`src/rtl/scoreboard_seg_scan.sv`:
```
// scoreboard_seg_scan: scans the 32-bit scoreboard word {user_id, score} onto an 8-digit
// common-anode seven-segment display, with a tear-free shadow copy and end-of-list blinking.
// Optional build macro LEADING_ZERO_BLANK_EN: blank leading zeros of each 16-bit half.
module scoreboard_seg_scan #(
    parameter int REFRESH_DIV  = 50000,
    parameter int BLINK_FRAMES = 64
) (
    input  logic        clk,
    input  logic        rst,
    input  logic [31:0] display_data,
    input  logic        scoreboard_eof,
    output logic [7:0]  digit_en,
    output logic [6:0]  seg,
    output logic        dp,
    output logic        frame_done
);

    localparam int PW = $clog2(REFRESH_DIV);
    localparam int BW = (BLINK_FRAMES > 1) ? $clog2(BLINK_FRAMES) : 1;
    localparam logic [PW-1:0] PCNT_LAST = PW'(REFRESH_DIV - 1);
    localparam logic [PW-1:0] PCNT_PRE  = PW'(REFRESH_DIV - 2);
    localparam logic [BW-1:0] BCNT_LAST = BW'(BLINK_FRAMES - 1);

    logic [PW-1:0] r_pcnt;
    logic [2:0]    r_idx;
    logic          r_frame_done;
    logic [31:0]   r_sh;
    logic [BW-1:0] r_bcnt;
    logic          r_phase_on;

    logic          w_tick;
    logic          w_show;
    logic [3:0]    w_nibble;
    logic [6:0]    w_seg_next;

    // Active-low segment pattern for one hex nibble (bit 0 = a ... bit 6 = g).
    function automatic logic [6:0] hex7(input logic [3:0] nib);
        logic [6:0] pat;
        case (nib)
            4'h0:    pat = 7'h40;
            4'h1:    pat = 7'h79;
            4'h2:    pat = 7'h24;
            4'h3:    pat = 7'h30;
            4'h4:    pat = 7'h19;
            4'h5:    pat = 7'h12;
            4'h6:    pat = 7'h02;
            4'h7:    pat = 7'h78;
            4'h8:    pat = 7'h00;
            4'h9:    pat = 7'h10;
            4'hA:    pat = 7'h08;
            4'hB:    pat = 7'h03;
            4'hC:    pat = 7'h46;
            4'hD:    pat = 7'h21;
            4'hE:    pat = 7'h06;
            4'hF:    pat = 7'h0E;
            default: pat = 7'h7F;
        endcase
        return pat;
    endfunction

`ifdef LEADING_ZERO_BLANK_EN
    logic [15:0] w_half;

    // A digit is a leading zero when it and every nibble above it in its half are zero.
    function automatic logic lead_blank(input logic [15:0] half, input logic [1:0] pos);
        logic blank;
        case (pos)
            2'd1:    blank = (half[15:4] == 12'h000);
            2'd2:    blank = (half[15:8] == 8'h00);
            2'd3:    blank = (half[15:12] == 4'h0);
            default: blank = 1'b0;
        endcase
        return blank;
    endfunction

    assign w_half = r_idx[2] ? r_sh[31:16] : r_sh[15:0];
`endif

    assign w_tick     = (r_pcnt == PCNT_LAST);
    // Dropping eof shows the display immediately, without waiting for the phase register.
    assign w_show     = r_phase_on | ~scoreboard_eof;
    assign frame_done = r_frame_done;

    // Prescaler, digit index and a frame_done pulse registered one cycle ahead of the slot end.
    always_ff @(posedge clk) begin
        if (rst) begin
            r_pcnt       <= '0;
            r_idx        <= 3'd0;
            r_frame_done <= 1'b0;
        end else begin
            if (w_tick) begin
                r_pcnt <= '0;
                r_idx  <= r_idx + 3'd1;
            end else begin
                r_pcnt <= r_pcnt + PW'(1);
                r_idx  <= r_idx;
            end
            r_frame_done <= (r_pcnt == PCNT_PRE) && (r_idx == 3'd7);
        end
    end

    // Shadow copy only changes at a frame boundary so a frame is never torn.
    always_ff @(posedge clk) begin
        if (rst) begin
            r_sh <= 32'h0000_0000;
        end else if (r_frame_done) begin
            r_sh <= display_data;
        end else begin
            r_sh <= r_sh;
        end
    end

    // Blink phase: toggles every BLINK_FRAMES frames while eof is high, forced ON otherwise.
    always_ff @(posedge clk) begin
        if (rst) begin
            r_bcnt     <= '0;
            r_phase_on <= 1'b1;
        end else if (!scoreboard_eof) begin
            r_bcnt     <= '0;
            r_phase_on <= 1'b1;
        end else if (r_frame_done) begin
            if (r_bcnt == BCNT_LAST) begin
                r_bcnt     <= '0;
                r_phase_on <= ~r_phase_on;
            end else begin
                r_bcnt     <= r_bcnt + BW'(1);
                r_phase_on <= r_phase_on;
            end
        end else begin
            r_bcnt     <= r_bcnt;
            r_phase_on <= r_phase_on;
        end
    end

    // Segment pattern for the digit currently being scanned.
    always_comb begin
        w_nibble   = r_sh[{r_idx, 2'b00} +: 4];
        w_seg_next = hex7(w_nibble);
`ifdef LEADING_ZERO_BLANK_EN
        if (lead_blank(w_half, r_idx[1:0])) begin
            w_seg_next = 7'h7F;
        end else begin
            w_seg_next = hex7(w_nibble);
        end
`endif
    end

    // Registered pin drivers; blink OFF phase darkens everything.
    always_ff @(posedge clk) begin
        if (rst) begin
            digit_en <= 8'hFF;
            seg      <= 7'h7F;
            dp       <= 1'b1;
        end else if (!w_show) begin
            digit_en <= 8'hFF;
            seg      <= 7'h7F;
            dp       <= 1'b1;
        end else begin
            digit_en <= ~(8'h01 << r_idx);
            seg      <= w_seg_next;
            dp       <= (r_idx == 3'd4) ? 1'b0 : 1'b1;
        end
    end

endmodule

```
`config.mk`:
```
export PLATFORM = sky130hd
export DESIGN_NAME = scoreboard_seg_scan
export DESIGN_NICKNAME = d
export VERILOG_FILES = /design/src/rtl/scoreboard_seg_scan.sv
export SDC_FILE = /design/constraint.sdc
export NUM_CORES = 1
export LEC_CHECK = 0
export CORE_UTILIZATION = 50
export CTS_BUF_LIST = sky130_fd_sc_hd__clkbuf_16
export DETAILED_ROUTE_END_ITERATION = 7
export PLACE_DENSITY_LB_ADDON = 0.2
export SLEW_MARGIN = 5
export SYNTH_ARGS = -nofsm -noshare
export SYNTH_HDL_FRONTEND = slang
export SYNTH_SLANG_ARGS = --single-unit
```
`constraint.sdc`:
```
create_clock -name clk -period 2.4 [get_ports clk]
set_clock_uncertainty 0.05 [all_clocks]
set_input_delay 0.48 -clock clk [delete_from_list [all_inputs] [get_ports clk]]
set_output_delay 0.48 -clock clk [all_outputs]
set_load 0.01 [all_outputs]
```
==> flow_summary.ini <==
[routing]
routed_wl_mm = 6.114
dr.pass1.iters = 4
wl_per_cell_um = 13.21
drc = 0
drtIter0Drc = 83
vias = 2397
ant_nets = 0
drt-vias-per-instance = 5.177

[sta]
slew_viol_final = 0
fin_crit_ns = 2.228
worstMarginPinSlew_ns = 0.5822
slew_headroom_pct = 61.19
final.setup.tns_ns = 0
rsz0062_at_grt = false
finalCritPeriodShare_pct = 92.85
final_hold_viol_count = 0
clock.fmax_ghz = 0.4487
setup_viol = 0

[worst_hold_path]
min_path_type = flip-flop to flip-flop

[synth]
synthCells = 327
synth_seq_cells = 74
yosysMostFrequentCell = dfxtp_1
synth_area_leaders = dfxtp_1 (45%), mux2i_1 (12%), nor2_1 (7.4%)
synth_top_area_share_pct = 44.98
netlist.top_cell.by_area = dfxtp_1
synth_area_mm2 = 0.003293
ys.warnings.count = 0
avgSynthCellArea_um2 = 10.07
synthTopCellsByCount = dfxtp_1 (74), nor2_1 (65), mux2i_1 (39), nand2_1 (19), ha_1 (15)
ys_seq_area_share_pct = 44.98
synth_edf_count = 0
synth_cell_types = 44
synth-main-ff-cell = dfxtp_1
synthArstFlopShare_pct = 0
syn_nets = 377

[finish]
stdcell_area_mm2 = 0.004131
multi_input_area_mm2 = 0.001693
finalNetCount = 432
synthToLayoutAreaGrowth_pct = 25.46
drive_gt1_share_pct = 9.326
final_cells = 463
final_core_util_pct = 65.06
regArea_mm2 = 0.001483
num-fill-cells = 524
antennaDiodeCount = 0

[global_route]
busiest_layer = met2
grtUsageMet1_pct = 26.04
grt_use_total_pct = 19.29
use_met3_pct = 3.777
grt_pass1_wl_mm = 10.60
grt_max_degree = 35
grt_pass1_vias = 2309
grt-ovfl-total = 0
met2_usage_pct = 29.14
antenna_found_initial = 0

[place]
dp.cells = 448
placed_cell_area_mm2 = 0.003880
port_buffers = 51
gp_congestion = 0.8866
dp.final_hpwl_mm = 4.470

[die]
core-area_mm2 = 0.006350
start_util_pct = 51.86
die_h_um = 83.16
fp.dieW_um = 83.16
ios = 52
dieArea_mm2 = 0.006915
rows = 29

[cts]
cts.sinks = 74
clkLatencyLatePin_ns = 0.32
root_buffer = clkbuf_16
clk_path_buf_depth = 2
numCtsBuffers = 9
hold_buffers = 0
cts.repair.resized = 0
cts_setup_buffers = 0
cts_tree = built
path_clk_slew_ns = 0.05
cts_max_level = 3

[critical_path]
rrSetupSlack_ns = 0.17
crit_required_ns = 2.55
worst_ep_arrival_time_ns = 2.38
end_kind = flip-flop
critPathMaxFanout = 5
crit_type = flip-flop to flip-flop
setup.worst_path.start_class = flip-flop

[power]
vdd_ir_drop_max_mv = 0.3953
powerDensity_mw_per_mm2 = 600.3
leakage_uw = 0.001491

[run]
drv_cap = 0

[outcome]
status = finished, final reports clean
[power by group]
part           internal [µW]  total [µW]  switching (µW)
Clock                    674        1120             451
Combinational           69.8         109            38.7
Sequential              1240        1250            6.64
Total                   1980        2480             497
[worst max-delay path, stage by stage, from the launching register on]
cell      delay [ns]
dfxtp_1         0.44
mux4_1          0.58
mux2_4          0.30
ha_1            0.25
a21boi_0        0.14
a311oi_1        0.27
o21ai_1         0.08
[flip-flops by register name, summed over array words and instances, names as in the netlist]
name	cells
frame_done	1
r_pcnt	16
digit_en	8
r_idx	3
r_phase_on	1
r_sh	32
seg	7
r_bcnt	6
[placed cells by master (no fill, tap or decap), types with 2 or more instances in the layout]
cell	netlist	final
a21oi_1	2	2
and3_1	3	3
buf_4	1	8
clkbuf_16	0	9
clkdlybuf4s50_1	0	51
clkinv_1	0	4
dfxtp_1	74	73
ha_1	15	15
inv_1	7	8
inv_2	3	3
mux2_1	2	2
mux2_2	3	3
mux2i_1	39	39
mux4_2	5	5
nand2_1	19	19
nand2b_1	3	3
nand3_1	10	10
nand4_1	8	8
nor2_1	65	65
nor2b_1	5	5
nor3_1	2	2
o21ai_0	3	3
o21ai_1	2	2
o221ai_1	3	3
or3_1	3	3
xnor2_1	9	9
xor2_1	10	10
[routing by layer]
metal / wire (µm) / part of all wire (%) / up-vias
met4: 161 / 2.6 / 0
met3: 247 / 4.0 / 13
met1: 2987 / 49 / 1099
met5: 0 / 0 / -
met2: 2718 / 44 / 59
li1: - / - / 1226
[path summary, 6_finish.rpt]
check | from | end | cells past startpoint
worst max register to register | r_idx[0] | seg[3] | 6
worst min-delay path | r_pcnt[0] | r_pcnt[0] | 1
worst max-delay path | r_idx[0] | seg[3] | 6
worst min register to register | r_pcnt[0] | r_pcnt[0] | 1
[metrics by stage]
stage          total power [µW]  hold slack (ns)  setup slack [ns]
2_1_floorplan              1303           0.3912            0.2257
3_3_place_gp               1382           0.4096            0.2282
3_5_place_dp               1383           0.4161            0.1581
4_1_cts                    2501           0.4269            0.1552
5_1_grt                    2570           0.4643           0.05116
6_report                   2480           0.4254            0.1715
[cells by family after synthesis]
family,synth area share [%]
AOI/OAI and AO/OA,4.788
xor gates and xnor gates,5.053
adders and majority gates,5.699
buffers and inverters,3.610
DFF,44.98
muxes,18.92
and+or+nand+nor,16.95
[final cells by class]
class / instances / share of cell area (%)
Tap cell: 77 / 2.332
Clock inverter: 6 / 0.6360
Timing Repair Buffer: 59 / 13.81
Multi-Input combinational cell: 228 / 40.98
Clock buffer: 9 / 5.451
Inverter: 10 / 0.9085
Sequential cell: 74 / 35.89
No activity file was read; power rests on OpenSTA's default activity.
